--- config.mk ---
export PLATFORM = sky130hd
export DESIGN_NAME = trigout_mux_n_flat
export DESIGN_NICKNAME = d
export VERILOG_FILES = /design/src/rtl/trigout_pkg.sv /design/src/rtl/trigout_mux_n_if.sv /design/src/rtl/trigout_edge_det.sv /design/src/rtl/trigout_mux_n.sv /design/src/flat_wrapper.sv
export SDC_FILE = /design/constraint.sdc
export NUM_CORES = 1
export LEC_CHECK = 0
export ABC_CLOCK_PERIOD_IN_PS = 5500
export CAP_MARGIN = 15
export CORE_MARGIN = 5
export CORE_UTILIZATION = 50
export CTS_BUF_LIST = sky130_fd_sc_hd__clkbuf_4 sky130_fd_sc_hd__clkbuf_8
export CTS_CLUSTER_DIAMETER = 100
export DETAILED_ROUTE_END_ITERATION = 16
export PLACE_DENSITY = 0.75
export SLEW_MARGIN = 20
export SYNTH_ARGS = -nofsm -noshare
export SYNTH_HDL_FRONTEND = slang
export SYNTH_SLANG_ARGS = --single-unit
export TNS_END_PERCENT = 10
--- constraint.sdc ---
create_clock -name clock -period 5.5 [get_ports clock]
set_input_delay 1.1 -clock clock [delete_from_list [all_inputs] [get_ports clock]]
set_output_delay 1.1 -clock clock [all_outputs]
set_load 0.05 [all_outputs]
--- src/rtl/trigout_pkg.sv ---
// -----------------------------------------------------------------------------
// trigout_pkg
// Shared types and helpers for the trigger-output selector (trigout_mux_n).
//   mode_e  : operating mode encodings (level / infinite pulse / finite burst)
//   state_e : control FSM states
//   sat_inc : saturating increment used by the trigger counter
// -----------------------------------------------------------------------------
package trigout_pkg;

    typedef enum logic [1:0] {
        MODE_LEVEL = 2'b00,
        MODE_PULSE = 2'b01,
        MODE_BURST = 2'b10,
        MODE_RSVD  = 2'b11   // behaves as MODE_LEVEL
    } mode_e;

    typedef enum logic [1:0] {
        IDLE  = 2'b00,
        ARMED = 2'b01,
        PULSE = 2'b10,
        DONE  = 2'b11
    } state_e;

    // Increment 'value' unless it already holds the all-ones pattern of a
    // 'width'-bit counter. Works for any counter width up to 32 bits.
    function automatic logic [31:0] sat_inc(input logic [31:0] value,
                                            input int unsigned width);
        logic [31:0] max_val;
        max_val = (width >= 32) ? 32'hFFFF_FFFF : ((32'd1 << width) - 32'd1);
        return (value >= max_val) ? value : value + 32'd1;
    endfunction

endpackage

--- src/rtl/trigout_mux_n_if.sv ---
// -----------------------------------------------------------------------------
// trigout_mux_n_if
// Control/data bundle between the sequencer side (master) and the trigger-out
// selector (slave).
//   din         : trigger source inputs (N_CH)
//   sel         : live source select index
//   en          : block enable
//   mode        : 00 level, 01 infinite pulse, 10 finite burst, 11 level
//   pulse_width : pulse length in cycles (0 behaves as 1)
//   trig_limit  : pulses per burst (0 = unlimited)
//   dout        : registered trigger output
//   busy        : pulse in progress
//   done        : burst complete
//   trig_count  : pulses emitted since enable (saturating)
// -----------------------------------------------------------------------------
interface trigout_mux_n_if #(
    parameter int N_CH  = 4,
    parameter int SEL_W = 2,
    parameter int PW_W  = 8,
    parameter int CNT_W = 16
);
    logic [N_CH-1:0]  din;
    logic [SEL_W-1:0] sel;
    logic             en;
    logic [1:0]       mode;
    logic [PW_W-1:0]  pulse_width;
    logic [CNT_W-1:0] trig_limit;
    logic             dout;
    logic             busy;
    logic             done;
    logic [CNT_W-1:0] trig_count;

    modport master (
        output din, sel, en, mode, pulse_width, trig_limit,
        input  dout, busy, done, trig_count
    );

    modport slave (
        input  din, sel, en, mode, pulse_width, trig_limit,
        output dout, busy, done, trig_count
    );
endinterface

--- src/rtl/trigout_edge_det.sv ---
// -----------------------------------------------------------------------------
// trigout_edge_det
// Optional per-channel 2-flop synchroniser followed by the edge-history
// register used for rising-edge detection.
//   clock   : system clock
//   reset_n : asynchronous active-low reset
//   din     : raw trigger sources
//   sync    : synchronised sources (equal to din when not synchronising)
//   prev    : sync delayed by one cycle
// Build option: define TRIGOUT_SYNC_EN to insert the 2-flop synchroniser.
// -----------------------------------------------------------------------------
module trigout_edge_det #(
    parameter int N_CH = 4
) (
    input  logic            clock,
    input  logic            reset_n,
    input  logic [N_CH-1:0] din,
    output logic [N_CH-1:0] sync,
    output logic [N_CH-1:0] prev
);

`ifdef TRIGOUT_SYNC_EN
    logic [N_CH-1:0] meta;
    logic [N_CH-1:0] stage2;

    always_ff @(posedge clock or negedge reset_n) begin
        if (!reset_n) begin
            meta   <= '0;
            stage2 <= '0;
        end else begin
            meta   <= din;
            stage2 <= meta;
        end
    end

    assign sync = stage2;
`else
    assign sync = din;
`endif

    // History is captured every cycle regardless of FSM state, so a source
    // that rose during a pulse does not produce a late edge afterwards.
    always_ff @(posedge clock or negedge reset_n) begin
        if (!reset_n) begin
            prev <= '0;
        end else begin
            prev <= sync;
        end
    end

endmodule

--- src/rtl/trigout_mux_n.sv ---
// -----------------------------------------------------------------------------
// trigout_mux_n
// N-channel registered trigger-output selector for the AFG trigger-out pin.
// Modes: level pass-through, infinite edge-triggered pulses with programmable
// width, and finite bursts limited to trig_limit pulses.
//   clock   : system clock, rising edge
//   reset_n : asynchronous active-low reset
//   bus     : trigout_mux_n_if.slave (din, sel, en, mode, pulse_width,
//             trig_limit in; dout, busy, done, trig_count out)
// Build option: TRIGOUT_SYNC_EN adds a 2-flop input synchroniser
// (input-to-dout latency 3 cycles instead of 1).
// -----------------------------------------------------------------------------
module trigout_mux_n
    import trigout_pkg::*;
#(
    parameter int N_CH  = 4,
    parameter int SEL_W = 2,
    parameter int PW_W  = 8,
    parameter int CNT_W = 16
) (
    input  logic          clock,
    input  logic          reset_n,
    trigout_mux_n_if.slave bus
);

    localparam int N_PAD = 1 << SEL_W;

    logic [N_CH-1:0]  sync_din;
    logic [N_CH-1:0]  prev_din;
    logic [N_PAD-1:0] cur_pad;
    logic [N_PAD-1:0] prev_pad;
    logic             cur_bit;
    logic             rise;

    state_e           state;
    mode_e            mode_q;
    logic [PW_W-1:0]  pw_q;
    logic [CNT_W-1:0] limit_q;
    logic [PW_W-1:0]  width_cnt;
    logic [CNT_W-1:0] count_q;
    logic             dout_q;
    logic             busy_q;
    logic             done_q;

    trigout_edge_det #(.N_CH(N_CH)) u_edge_det (
        .clock   (clock),
        .reset_n (reset_n),
        .din     (bus.din),
        .sync    (sync_din),
        .prev    (prev_din)
    );

    // Zero-pad to the full select range so an index >= N_CH reads a constant
    // 0: no edges and a low level output.
    assign cur_pad  = N_PAD'(sync_din);
    assign prev_pad = N_PAD'(prev_din);
    assign cur_bit  = cur_pad[bus.sel];
    assign rise     = cur_bit & ~prev_pad[bus.sel];

    // NOTE: every register here, configuration included, sits on the async
    // reset and is updated with non-blocking assignments so all branches see
    // the pre-edge values of each other.
    always_ff @(posedge clock or negedge reset_n) begin
        if (!reset_n) begin
            state     <= IDLE;
            mode_q    <= MODE_LEVEL;
            pw_q      <= '0;
            limit_q   <= '0;
            width_cnt <= '0;
            count_q   <= '0;
            dout_q    <= 1'b0;
            busy_q    <= 1'b0;
            done_q    <= 1'b0;
        end else if (!bus.en) begin
            // Disable wins in every state; the count is held for readback.
            state  <= IDLE;
            dout_q <= 1'b0;
            busy_q <= 1'b0;
            done_q <= 1'b0;
        end else begin
            case (state)
                IDLE: begin
                    state   <= ARMED;
                    mode_q  <= (bus.mode == MODE_PULSE || bus.mode == MODE_BURST)
                               ? mode_e'(bus.mode) : MODE_LEVEL;
                    pw_q    <= bus.pulse_width;
                    limit_q <= bus.trig_limit;
                    count_q <= '0;
                    dout_q  <= 1'b0;
                end

                ARMED: begin
                    if (mode_q == MODE_LEVEL) begin
                        dout_q <= cur_bit;
                    end else if (rise) begin
                        state     <= PULSE;
                        dout_q    <= 1'b1;
                        busy_q    <= 1'b1;
                        // Counter holds remaining high cycles after this one.
                        width_cnt <= (pw_q == '0) ? '0 : pw_q - PW_W'(1);
                        count_q   <= CNT_W'(sat_inc(32'(count_q), CNT_W));
                    end
                end

                PULSE: begin
                    // Edges are ignored here: the pulse is non-retriggerable.
                    if (width_cnt == '0) begin
                        dout_q <= 1'b0;
                        busy_q <= 1'b0;
                        if (mode_q == MODE_BURST && limit_q != '0 &&
                            count_q == limit_q) begin
                            state  <= DONE;
                            done_q <= 1'b1;
                        end else begin
                            state <= ARMED;
                        end
                    end else begin
                        width_cnt <= width_cnt - PW_W'(1);
                    end
                end

                DONE: begin
                    dout_q <= 1'b0;
                    done_q <= 1'b1;
                end

                default: begin
                    state <= IDLE;
                end
            endcase
        end
    end

    assign bus.dout       = dout_q;
    assign bus.busy       = busy_q;
    assign bus.done       = done_q;
    assign bus.trig_count = count_q;

endmodule

--- src/flat_wrapper.sv ---
// flat-port wrapper written by rule: the top's interface ports become plain ports
module trigout_mux_n_flat import trigout_pkg::*;
#(
    parameter int N_CH  = 4,
    parameter int SEL_W = 2,
    parameter int PW_W  = 8,
    parameter int CNT_W = 16
)
  (clock, reset_n, bus_din, bus_sel, bus_en, bus_mode, bus_pulse_width, bus_trig_limit, bus_dout, bus_busy, bus_done, bus_trig_count);
  trigout_mux_n_if #(.N_CH(N_CH), .SEL_W(SEL_W), .PW_W(PW_W), .CNT_W(CNT_W)) bus_i ();
  input  logic clock;
  input  logic reset_n;
  input wire logic [$bits(bus_i.din)-1:0] bus_din;
  input wire logic [$bits(bus_i.sel)-1:0] bus_sel;
  input wire logic [$bits(bus_i.en)-1:0] bus_en;
  input wire logic [$bits(bus_i.mode)-1:0] bus_mode;
  input wire logic [$bits(bus_i.pulse_width)-1:0] bus_pulse_width;
  input wire logic [$bits(bus_i.trig_limit)-1:0] bus_trig_limit;
  output wire logic [$bits(bus_i.dout)-1:0] bus_dout;
  output wire logic [$bits(bus_i.busy)-1:0] bus_busy;
  output wire logic [$bits(bus_i.done)-1:0] bus_done;
  output wire logic [$bits(bus_i.trig_count)-1:0] bus_trig_count;
  assign bus_i.din = bus_din;
  assign bus_i.sel = bus_sel;
  assign bus_i.en = bus_en;
  assign bus_i.mode = bus_mode;
  assign bus_i.pulse_width = bus_pulse_width;
  assign bus_i.trig_limit = bus_trig_limit;
  assign bus_dout = bus_i.dout;
  assign bus_busy = bus_i.busy;
  assign bus_done = bus_i.done;
  assign bus_trig_count = bus_i.trig_count;
  trigout_mux_n #(.N_CH(N_CH), .SEL_W(SEL_W), .PW_W(PW_W), .CNT_W(CNT_W)) u_core (.clock(clock), .reset_n(reset_n), .bus(bus_i));
endmodule
* After elaboration in Yosys (flattened, before gate mapping)
Cells that the tools add are included.
Storage, ports and cells: output and inout bits 19, register bits 59, logic and storage cells 86
Operators by class: equality and inequality tests 19, order comparisons 2, $add $sub $neg 3, muxes and demuxes 32, bitwise gates (word level) 2, reductions and logical operators 18
Operators by type and width (number):
- 16-bit two-way mux | 3
- 8-bit two-way mux | 4
- 16-bit one-hot mux with 2 select lines | 1
- 16-bit by 1-bit adder with 16-bit output (second input constant) | 1
- 16-bit equality test | 1
- 16-bit >= comparator (second input constant) | 1
- 8-bit logical NOT | 2
- 8-bit one-hot mux with 2 select lines | 1
- 16-bit nonzero test | 1
- 8-bit by 1-bit subtractor with 8-bit output (second input constant) | 2
- 2-bit two-way mux | 6
- 1-bit two-way mux | 11
- 5-bit AND reduction | 2
- 3-bit by 2-bit inequality test with 1-bit output (second input constant) | 3
- 2-bit equality test (second input constant) | 4
- 4-bit AND reduction | 2
- 2-bit inequality test (second input constant) | 3
- 3-bit by 1-bit inequality test with 1-bit output (second input constant) | 2
- 2-bit one-hot mux with 3 select lines | 1
- 1-bit binary-select mux with 2-bit select | 2
- 2-bit by 1-bit equality test with 1-bit output (second input constant) | 2
- 2-bit logical NOT | 2
- 4-bit by 1-bit inequality test with 1-bit output (second input constant) | 1
- 4-bit by 2-bit inequality test with 1-bit output (second input constant) | 1
- 13 further kinds | 17

* Longest topological paths before layout
Gate-level depths: netlist (run 1).
depth in word-level cells 8, depth in mapped cells 8, depth with buffers taken out 7

* Modules after synthesis
Synthesis (run 1) repeated with hierarchy kept, for this count alone.
Unflattened totals: cell total of the unflattened synthesis 341, area, all modules 3513.4 um2
Modules (own cells, without submodules):
- trigout_mux_n | sequential area each 1376.3 um2, area an instance 3383.2 um2, cells an instance 333, instances 1
- trigout_edge_det | sequential area each 100.1 um2, area an instance 130.1 um2, cells an instance 8, instances 1

* Worst setup path before layout (run 1)
No wires, ideal clock.
kind in2reg, start input bus_din[3], end register u_core.count_q[0] (netlist: u_core.bus.trig_count[0]), setup time 0.125 ns, buffers on the path 0, data required time 5.375 ns, stages 5, path slack 2.856 ns, data arrival time 2.520 ns, cell sequence nand2b_1 > mux4_2 > o21ai_1 > and3_1 > mux2_2
Between the ends: longest elaborated chain between the ends 5
Ends and longest elaborated chain:
- start, declared | line flat_wrapper.sv:13 | input wire logic [$bits(bus_i.din)-1:0] bus_din;
- 1-bit binary-select mux with 2-bit select | line trigout_mux_n.sv:57 | assign cur_bit = cur_pad[bus.sel];
- 1-bit two-way mux (not written as such) | line trigout_mux_n.sv:57
- 1-bit AND | line trigout_mux_n.sv:58 | assign rise = cur_bit & ~prev_pad[bus.sel];
- 2-bit by 1-bit inequality test with 1-bit output (no source line)
- 5-bit AND reduction (no source line)
- end signal, assigned | line trigout_mux_n.sv:101 | count_q <= CNT_W'(sat_inc(32'(count_q), CNT_W));
- end, declared | line trigout_mux_n.sv:40 | logic [CNT_W-1:0] count_q;
No other way between the ends. The select of a mux whose other input is x is not followed. A chain may end at the register's enable or synchronous reset.

* Final worst setup path (run 1)
start input bus_en, end register u_core.count_q[7] (netlist: u_core.bus.trig_count[7])
Between the ends: longest elaborated chain between the ends 1
Ends and longest elaborated chain:
- start, declared | line flat_wrapper.sv:15 | input wire logic [$bits(bus_i.en)-1:0] bus_en;
- 5-bit AND reduction (no source line)
No other way between the ends.

==> results of run 1 <==
area by class of cell:
| cell class | count | area share |
|---|---|---|
| Multi-Input combinational cell | 254 | 0.4458 |
| Sequential cell | 59 | 0.3445 |
| Timing Repair Buffer | 55 | 0.1261 |
| Clock buffer | 9 | 0.02891 |
| Tap cell | 96 | 0.02803 |
| Clock inverter | 7 | 0.01343 |
| Inverter | 15 | 0.01314 |
flip-flops by register name, summed over array words and instances (netlist names):
signal,cells
u_core.bus.busy,1
u_core.bus.done,1
u_core.bus.dout,1
u_core.bus.trig_count,16
u_core.limit_q,16
u_core.mode_q,2
u_core.pw_q,8
u_core.state,2
u_core.u_edge_det.prev,4
u_core.width_cnt,8
cell usage in the layout, fill, tap and decap left out, drive strengths merged, types with 10 or more instances in the layout:
cell            n
nand2b         10
inv            18
dfrtp          59
a21oi          10
nand3          11
nor4           11
o21ai          21
nor2           10
clkdlybuf4s50  52
nand2          24
ha             10
xor2           13
mux2           28
metal layers:
layer | wire (µm) | up-vias | GRT usage
met5 | 0 | - | 0
met1 | 3665 | 1438 | 0.2653
met2 | 4070 | 117 | 0.3294
met4 | 126 | 0 | 0.05897
li1 | - | 1395 | -
met3 | 531 | 17 | 0.06651
power by group through the flow:
stage	registers, mW	clock network [mW]	logic (mW)
after floorplan	0.647	0	0.263
after global placement	0.637	0	0.398
after detailed placement	0.638	0	0.408
after CTS	0.632	0.381	0.411
after global routing	0.650	0.396	0.454
final	0.635	0.370	0.409
metrics by stage:
stage          worst slack, ns  utilization  power [mW]  std cells
3_3_place_gp             2.077       0.6007       1.035        479
6_report                 2.373       0.6273       1.414        495
2_1_floorplan            2.856            -      0.9094        340
3_5_place_dp             2.060       0.6007       1.046        479
4_1_cts                  2.419       0.6273       1.423        495
5_1_grt                  2.164       0.6273       1.499        495
path summary, 6_finish.rpt:
kind | start | end | slack, ns | depth (start not counted)
worst max-delay path | bus_en | u_core.bus.trig_count[7] | 2.37 | 6
max in group asynchronous | reset_n | u_core.width_cnt[0] | 4.11 | 2
worst min-delay path | u_core.bus.dout | u_core.bus.dout | 0.51 | 1
worst max register to register | u_core.state[1] | u_core.bus.trig_count[5] | 3.07 | 7
worst min register to register | u_core.bus.dout | u_core.bus.dout | 0.51 | 1
min in group asynchronous | reset_n | u_core.bus.trig_count[4] | 0.88 | 2
kinds of logic after synthesis:
kind of cell | after synthesis | synth area share
muxes | 37 | 0.1261
adders and majority gates | 10 | 0.03561
and+or+nand+nor | 119 | 0.1944
DFF | 59 | 0.4202
xor gates and xnor gates | 21 | 0.05235
AOI/OAI and AO/OA | 67 | 0.1353
buffers and inverters | 27 | 0.03597
==> flow_results.org, run 1 <==
** Run status
- Run status :: finished, final reports clean

** Clock tree
- TritonCTS built the clock tree.
- After clock tree synthesis, the clock-pin slew on the worst setup and hold paths is 0.08 ns.
- Htree depth :: 3
- Clk Tree Root Cell :: sky130_fd_sc_hd__clkbuf_8
- Maximum clock path buffer count :: 2
- Post-CTS timing repair inserted 0 buffers for setup.
- Total clock sinks :: 59
- Cts bufs inserted :: 9
- After clock tree synthesis, the flow added hold-fix buffers numbering 0.
- Clock Latency Late Sink :: 0.35 ns
- Count of instances resized after the clock tree is built :: 0

** STA
- Final period util :: 0.5685
- Normalized max-slew margin :: 0.4501
- Maximum frequency from static timing analysis :: 319.8 MHz
- At the pin with the least slew margin, the transition time is 0.8223 ns.
- Adding up every negative setup slack in the final design gives 0 ns.
- Slew Viols, Final :: 0
- Clock skew on the completed layout was measured at 0.01304 ns.
- Final setup violation count :: 0
- Fin Hold WS :: 0.5051 ns
- Unrepaired setup endpoints after global routing :: no
- Hold Fails Final Rpt :: 0
- The worst path needs 3.127 ns of the cycle, external delays included.

** Setup path
- Buffers plus inverters on the worst setup path :: 2
- Required time of the worst setup path :: 5.74 ns
- In this design, the largest share of critical-path delay is due to buffers and inverters.
- For this run, the slowest stage of the critical path takes 1.01 ns.
- Of all nets on the critical path, the largest fanout is 29.
- Most Frequent Cell on Critical Path :: sky130_fd_sc_hd__nand2_1
- Traced cell by cell, the critical path runs through clkdlybuf4s50_1 > nand2_1 > buf_4 > nor2_1 > or4_1 > nand2_1.
- Class of the most critical setup path :: input port to register
- The worst setup path is launched from an input port.
- Crit path max-delay cell type :: sky130_fd_sc_hd__clkdlybuf4s50_1
- The worst setup path is captured at a register.
- Data arrives at the worst endpoint at 3.36 ns.

** Power and ir drop
- The share of total power dissipated in combinational logic is 0.290.
- Leakage power total :: 1.773 nW
- Cell Pwr Density :: 329.9 mW/mm²
- Peak ir drop on the vdd network :: 163.0 µV
- Switching power :: 529.7 µW
- Internal Dissipation :: 883.9 µW
- Clock Power Share :: 0.262
- Switching Fraction :: 0.3747
- Of the total power, registers draw 0.449.

** Layout
- The area growth from synthesis to layout is 21.97%.
- The sequential cells in the finished layout cover a total of 0.001476 mm².
- The number of antenna diodes in the final layout is 0.
- The finished cells cover 0.004285 mm².
- The filler cells instantiated in the layout total 584.
- Multi-input combinational cell area :: 0.001911 mm²
- After the last flow step, the layout net total stands at 439.
- Fraction of layout instances using a drive strength above 1 :: 0.1504

** Floorplanning
- The core region is 0.006832 mm².
- The floorplan step set the die height to 93.83 µm.
- Number of top-level pins :: 54
- From left edge to right edge, the die measures 93.83 µm.
- The die covers 0.008803 mm².
- Row Count :: 30
- Initial core utilization :: 0.5143

** GRT
- Largest net degree at the start of global routing :: 60
- Number of global-route vias before repair :: 2861
- For this run, the total global-route usage over all layers was measured as 0.2054.
- The first global-routing pass estimated 14170 µm of wire.
- Number of antenna violations at the first check in global routing :: 0
- The total overflow left after global routing is 0.

** Detailed routing
- Via count of the routed design :: 2967
- Remaining antenna violation count :: 0
- Average routed wire per standard cell :: 16.96 µm
- Initial DRC Count :: 166
- Using the TritonRoute via totals, the vias-per-cell ratio works out to 5.994.
- The first detailed-routing pass ran for 6 iterations.
- Wires add up to 8393 µm.
- In the routed design, unresolved DRC markers number 0.

** Yosys
- Synthesis produced a netlist with a net count of 385.
- Area leader, netlist :: sky130_fd_sc_hd__dfrtp_1
- Most used standard cell by instance count after synthesis :: sky130_fd_sc_hd__dfrtp_1
- Cell types occupying the most area after synthesis :: sky130_fd_sc_hd__dfrtp_1 (42%), sky130_fd_sc_hd__mux2_2 (9.0%), sky130_fd_sc_hd__ha_1 (3.6%), sky130_fd_sc_hd__xor2_1 (3.2%), sky130_fd_sc_hd__o21ai_0 (2.8%)
- Synth Area per Inst :: 10.33 µm²
- Number of synthesized flops with an enable pin :: 0
- Ys flop type :: sky130_fd_sc_hd__dfrtp_1
- Netlist Area Pre-Place :: 0.003513 mm²
- Fraction of synthesized cell area taken by the top area cell type :: 0.4202
- Netlist cell types :: 59
- Synth Register Bits :: 59
- After synthesis, the share of flip-flops with an asynchronous set or reset is 1.000.
- Warnings, synthesis :: 0
- Top cell types by occurrence after synthesis :: sky130_fd_sc_hd__dfrtp_1 (59), sky130_fd_sc_hd__mux2_2 (28), sky130_fd_sc_hd__nand2_1 (24)
- Proportion of synthesized chip area in sequential cells :: 0.4202
- Synthesized instance count :: 340

** Placement
- Number of buffers added on ports :: 53
- Dpl hpwl :: 6020 µm
- Once placement finished, the instance area stood at 0.004104 mm².
- Routability congestion estimate from global placement :: 0.8592

** Worst hold path
- Class of the most critical hold timing path :: register to register

** Job
- Maximum Capacitance Violations :: 0
Power figures use the tool's default switching activity.
==> run 2, diff against run 1 <==
- ABC_CLOCK_PERIOD_IN_PS: 5500 -> 2700
- PLACE_DENSITY: 0.75 -> 0.78
- clock period: 5.5 -> 2.7 ns (I/O delays scaled with it)
==> run 2 against run 1 <==
Against the previous run:
- critical path depth unchanged
- setup slack worse by 2.0 ns
- die area unchanged
- worst hold slack worse by 0.41 ns
- critical endpoint is now u_core.bus.trig_count[3]
- clock-buffer cell count unchanged
- power up 130%
- wire length up 4.8%
- highest routed layer unchanged
- via count up 1.8%
- final cell count up 2.4%
- sequential share of layout area down 1.3 points
- clock power rose to 2.9 times the previous value
==> flow_results.org, run 2 (synthesized netlist as in run 1, its figures left out) <==
** Worst hold path
- Class of the most critical hold timing path :: input port to asynchronous set/reset pin

** GRT
- Across every metal layer, demand over resource in global routing totals 0.2159.
- Global-route wire length before repair :: 14960 µm
- The initial antenna violation count is 0.
- Global routing finished with a remaining overflow of 0.
- Entering global routing, the biggest net connects 29 pins.
- The via count of the first global-routing pass is 3002.

** STA
- For the finished layout, the period the worst path requires is 2.351 ns.
- Final period util :: 0.8709
- For the pin with the worst max-slew slack, the measured transition is 0.5442 ns.
- For this run, the top clock speed supported by timing is 425.3 MHz.
- The count of endpoints failing hold in the final timing report came to 0.
- Setup repair after global routing left no endpoint under its margin.
- Normalized max-slew margin :: 0.6360
- Setup violations remaining at the end of the flow were counted as 0.
- Slew Viols, Final :: 0
- Post-route setup slack :: 0.3487 ns
- Final clock skew :: 0.004505 ns

** Detailed routing
- Number of vias per cell :: 5.955
- After detailed routing, the total wire length is 8793 µm.
- The count of nets left with antenna violations once routing finished came out at 0.
- Before antenna repair, the detailed router went through 5 iterations.
- Initial DRC Count :: 134
- The routed layout has 3019 vias.
- Average routed wire per standard cell :: 17.34 µm
- DRC errors left :: 0

** Setup path
- The worst setup path is of the input port to register kind.
- For the worst flop-to-flop path, the logic depth is 6.
- STA classifies the critical path endpoint as a register.
- Required time of the worst setup path :: 2.96 ns
- Along the worst path, the maximum fanout reaches 17.
- The signal on the critical path passes through clkdlybuf4s50_1 > nand2b_1 > mux4_2 > o21a_4 > or4_1 > a21oi_1.
- Startpoint of the worst register-to-register path :: u_core.bus.trig_count[1]
- Kind of start point of the critical path :: input port
- The number of buffers and inverters on the critical path is 1.
- Grouping stages by cell kind, the critical path spends the most delay in simple AND/OR/NAND/NOR gates.
- For this run, the slowest stage of the critical path takes 0.52 ns.
- R2r setup slk :: 0.45 ns
- Arrival time at the worst endpoint :: 2.61 ns
- On the critical path, the stage with the largest delay is an instance of sky130_fd_sc_hd__clkdlybuf4s50_1.
- In this run the critical register-to-register path is captured at u_core.bus.trig_count[8].

** Clock tree
- Post-CTS timing repair inserted 0 buffers for setup.
- Hold buffers post-CTS :: 0
- Clock tree synthesis found a total of 59 sinks.
- CTS tree :: built
- Clk Tree Root Cell :: sky130_fd_sc_hd__clkbuf_8
- Htree depth :: 3
- Count of instances resized after the clock tree is built :: 0
- Clock Latency Late Sink :: 0.34 ns
- Maximum clock path buffer count :: 2
- Clock tree synthesis inserted a total of 9 buffers.
- Clk slew on worst S/H paths :: 0.07 ns

** Job
- Maximum Capacitance Violations :: 0

** Placement
- At the placement stage, the worst setup path has a slack of -0.01089 ns.
- Detailed placement ended at an HPWL of 6470 µm.
- Standard cell area after detailed placement :: 0.004194 mm²
- At the end of routability-driven placement, the weighted congestion stood at 0.8947.
- Number of buffers added on ports :: 53

** Floorplanning
- Area enclosed by the die boundary :: 0.008803 mm²
- The core region is 0.006832 mm².
- Horizontal die dimension :: 93.83 µm
- After floorplanning, the core was divided into 30 placement rows.
- Number of top-level pins :: 54
- Initial core utilization :: 0.5143
- Y dimension of the die :: 93.83 µm

** Layout
- Number of nets at the end of the flow :: 451
- In the final layout, the share of cells above drive strength 1 is 0.1752.
- # diodes :: 0
- Synth-to-Final Area Change :: 26.89%
- Cell area after layout :: 0.004458 mm²
- Commonest non-fill, non-tap cells in the layout :: sky130_fd_sc_hd__dfrtp_1 (59), sky130_fd_sc_hd__clkdlybuf4s50_1 (52), sky130_fd_sc_hd__mux2_2 (28)
- For this run, the share of the core covered by cells in the final layout is 0.6526.
- The library cell used most frequently in the layout, excluding fill and tap cells, is sky130_fd_sc_hd__dfrtp_1.

** Power and ir drop
- The worst-case IR drop observed on VDD is 378.5 µV.
- Cell Pwr Density :: 728.8 mW/mm²
- Leakage power total :: 1.869 nW

** Run status
- Run status :: finished, final reports clean
## run 2: cell types whose count changed in the layout (fill, tap and decap cells not counted)
| cell | before | now |
|---|---|---|
| sky130_fd_sc_hd__buf_4 | 2 | 14 |
| sky130_fd_sc_hd__bufinv_16 | 0 | 4 |
| sky130_fd_sc_hd__inv_8 | 1 | 0 |
| sky130_fd_sc_hd__inv_6 | 3 | 0 |
## run 2: through the flow
step                      cells  power, mW  hold slack [ns]  TNS [ns]
after detailed placement    491      2.170           0.4545  -0.01089
after global placement      491      2.135           0.4555         0
after CTS                   507      3.252          0.08446         0
final                       507      3.249          0.09170         0
after floorplan             340      1.852           0.2444         0
after global routing        507      3.405           0.1025         0
## run 2: per-layer routing
metal | track usage | part of all wire
met3 | 0.05449 | 0.070
met2 | 0.3442 | 0.48
met5 | 0 | 0
met1 | 0.2848 | 0.43
met4 | 0.07581 | 0.017
## run 2: final cells by class
class	count	area, µm²
fill	554	2374
multi-input combinational	254	1911
sequential	59	1476
timing repair buffer	67	630.6
clock inverter	7	140.1
clock buffer	9	123.9
tap	96	120.1
inverter	15	56.30
## run 2: how the worst max path moves through the flow
| stage | startpoint | end | slack, ns | cells after the start |
|---|---|---|---|---|
| 5_1_grt | bus_din[3] | u_core.bus.trig_count[5] | 0.25 | 6 |
| 3_5_place_dp | bus_din[3] | u_core.bus.trig_count[3] | -0.01 | 6 |
| 6_report | bus_din[3] | u_core.bus.trig_count[3] | 0.35 | 6 |
| 3_3_place_gp | bus_din[3] | u_core.bus.trig_count[9] | 0.06 | 6 |
| 2_1_floorplan | u_core.bus.trig_count[0] | u_core.bus.trig_count[5] | 0.45 | 6 |
| 4_1_cts | bus_din[3] | u_core.bus.trig_count[3] | 0.36 | 6 |
## run 2: power by group
group	switching, mW	total, mW	internal [mW]
clock network	0.382	1.09	0.705
registers	0.219	1.28	1.06
logic	0.463	0.883	0.420
total	1.06	3.25	2.19
## run 2: worst register-to-register path: cells and delay by family (launching register included)
kind / cells / cell delay [ns]
flip-flops: 1 / 0.49
AND/OR/NAND/NOR: 4 / 1.21
AO/OA/AOI/OAI: 1 / 0.23
adder cells (fa/ha/maj): 1 / 0.26
==> run 3, diff against run 2 <==
- CORE_ASPECT_RATIO: not set -> 0.6
==> run 3 against run 2 <==
Against the previous run:
- final cell count shrank 2.2%
- register-to-register slack lost 0.04 ns
- critical endpoint is now u_core.bus.trig_count[5]
- utilization shrank 0.58 points
- worst hold slack gained 0.26 ns
- highest routed layer unchanged
==> flow_results.org, run 3 (synthesized netlist as in run 1, its figures left out) <==
** Run status
- Run status :: finished, final reports clean

** Layout
- The area growth from synthesis to layout is 24.50%.
- After the flow finishes, the layout carries non-filler instances totaling 496.
- Most common cell after layout, fill and taps aside :: sky130_fd_sc_hd__dfrtp_1
- The layout has 535 filler cells.
- Commonest non-fill, non-tap cells in the layout :: sky130_fd_sc_hd__dfrtp_1 (59), sky130_fd_sc_hd__clkdlybuf4s50_1 (52), sky130_fd_sc_hd__mux2_2 (28)
- Number of nets at the end of the flow :: 449
- Of the cells placed in the final design, the portion with a size suffix greater than 1 is 0.1711.
- The repair_antennas step left the layout with diodes totalling 0.

** Power and ir drop
- Cell Pwr Density :: 696.9 mW/mm²
- Leakage power total :: 1.832 nW
- Overall power :: 3.049 mW
- VDD sags by at most 374.9 µV.

** GRT
- For this run, the total global-route usage over all layers was measured as 0.2197.
- The initial antenna violation count came to 0.
- Summed over all layers, the global routing overflow is 0.
- Largest net degree at the start of global routing :: 60
- Number of global-route vias before repair :: 2835
- Global-route wire length before repair :: 15210 µm

** STA
- Pin slew with the least headroom to its limit :: 0.7651 ns
- Fin Hold WS :: 0.3502 ns
- The count of endpoints failing hold in the final timing report was 0.
- In the finished design, the share of the clock period the worst path needs comes to 0.8737.
- Final clock skew :: 0.009508 ns
- Normalized max-slew margin :: 0.4899
- Min Clock Period, post-route :: 2.359 ns
- Setup violations remaining at the end of the flow were counted as 0.
- Unrepaired setup endpoints after global routing :: no
- Timing would allow up to 423.9 MHz.
- Slew Viols, Final :: 0

** Clock tree
- Hold buffers post-CTS :: 0
- CTS tree :: built
- The H-tree was split into 3 levels.
- After clock tree synthesis, the clock-pin slew on the worst setup and hold paths is 0.07 ns.
- Clock Latency Late Sink :: 0.35 ns
- In this run, post-CTS repair resized a total of 0 instances.
- The tree built by TritonCTS fans out to 59 sinks.
- Cts bufs inserted :: 9
- Post-CTS timing repair inserted 0 buffers for setup.
- Maximum clock path buffer count :: 2
- Clk Tree Root Cell :: sky130_fd_sc_hd__clkbuf_8

** Detailed routing
- Across all layers, the routed design uses 3043 vias.
- Initial DRC Count :: 209
- In the routed design, unresolved DRC markers number 0.
- Wires add up to 9326 µm.
- Once detail routing completed, the nets flagged for antenna violations numbered 0.
- After detailed routing, the average wire length per cell comes to 18.80 µm.
- Dividing the detail-routed via count by the number of cells gives 6.135.
- TritonRoute pass-1 iters :: 5

** Placement
- Number of instances in the placed design :: 480
- The HPWL after detailed placement is 6771 µm.
- Number of buffers added on ports :: 53
- At the end of routability-driven placement, the weighted congestion stood at 0.9664.

** Setup path
- The worst register-to-register path has a depth of 6.
- Series of cell instances along the critical path :: clkdlybuf4s50_1 > nand2b_1 > mux4_2 > o21a_4 > or4_1 > a21oi_1
- Worst Path Max Fanout :: 17
- Among all stages on the critical path, the largest delay is contributed by sky130_fd_sc_hd__clkdlybuf4s50_1.
- The worst setup path is of the input port to register kind.
- STA classifies the critical path startpoint as an input port.
- STA classifies the critical path endpoint as a register.
- Arrival time at the worst endpoint :: 2.63 ns
- CP peak stage delay :: 0.52 ns
- Data on the critical path is required at its endpoint by 2.97 ns.

** Floorplanning
- The floorplan has 23 rows.
- The initial utilization of the core area, before any placement, comes to 0.5195.
- The die covers 0.008858 mm².
- Y dimension of the die :: 74.93 µm
- From left edge to right edge, the die measures 118.2 µm.
- Core region area :: 0.006763 mm²
- Number of top-level pins :: 54

** Worst hold path
- The min-delay analysis places its worst path in the category input port to asynchronous set/reset pin.

** Job
- Max-cap violations in this run came to 0.
-- run 3: changes by cell type in the layout (fill, tap and decap cells not counted), sizes merged --
cell / change
buf: -2
clkinv: -1
bufinv: -3
inv: +4
-- run 3: worst paths after layout --
kind | startpoint | end | slack (ns)
setup / recovery | bus_din[3] | u_core.bus.trig_count[5] | 0.34
hold / removal | reset_n | u_core.bus.trig_count[2] | 0.35
setup reg to reg | u_core.state[0] | u_core.width_cnt[0] | 0.41
hold reg to reg | u_core.width_cnt[7] | u_core.width_cnt[7] | 0.52
max in group asynchronous | reset_n | u_core.width_cnt[0] | 1.85
min in group clock | u_core.width_cnt[7] | u_core.width_cnt[7] | 0.52
-- run 3: cell type report --
class | count | area, µm² | area share
well taps | 87 | 108.9 | 0.02489
repair buffers | 65 | 615.6 | 0.1407
multi-input cells | 254 | 1911 | 0.4368
clock buffers | 9 | 123.9 | 0.02832
inverters | 15 | 56.30 | 0.01287
flip-flops and latches | 59 | 1476 | 0.3375
clock inverters | 7 | 82.58 | 0.01888
-- run 3: where the power goes --
group          internal [mW]  total (mW)  switching (mW)  leakage [nW]
Sequential              1.06        1.28           0.221         0.735
Clock                  0.442       0.854           0.412        0.0988
Combinational          0.427       0.915           0.488         0.999
-- run 3: stage by stage --
stage	util	instance area [µm²]	setup TNS [ns]	worst slack (ns)
final	0.6468	4374	0	0.3411
after global routing	0.6468	4374	0	0.2177
after CTS	0.6468	4374	0	0.3538
after detailed placement	0.6163	4168	-0.01798	-0.01021
after global placement	0.6163	4168	0	0.05363
after floorplan	-	3513	0	0.4451
-- run 3: critical path: cells and delay by family --
family / cells / cell delay (ns)
AOI/OAI and AO/OA: 2 / 0.46
muxes: 1 / 0.52
and+or+nand+nor: 2 / 0.58
buffers and inverters: 1 / 0.52
-- run 3: per-layer routing --
layer,global-route usage,vias to the layer above,part of all wire
met3,0.07808,21,0.098
met1,0.3192,1444,0.47
met4,0.06107,0,0.015
li1,-,1409,-
met2,0.3109,169,0.42
met5,0,-,0
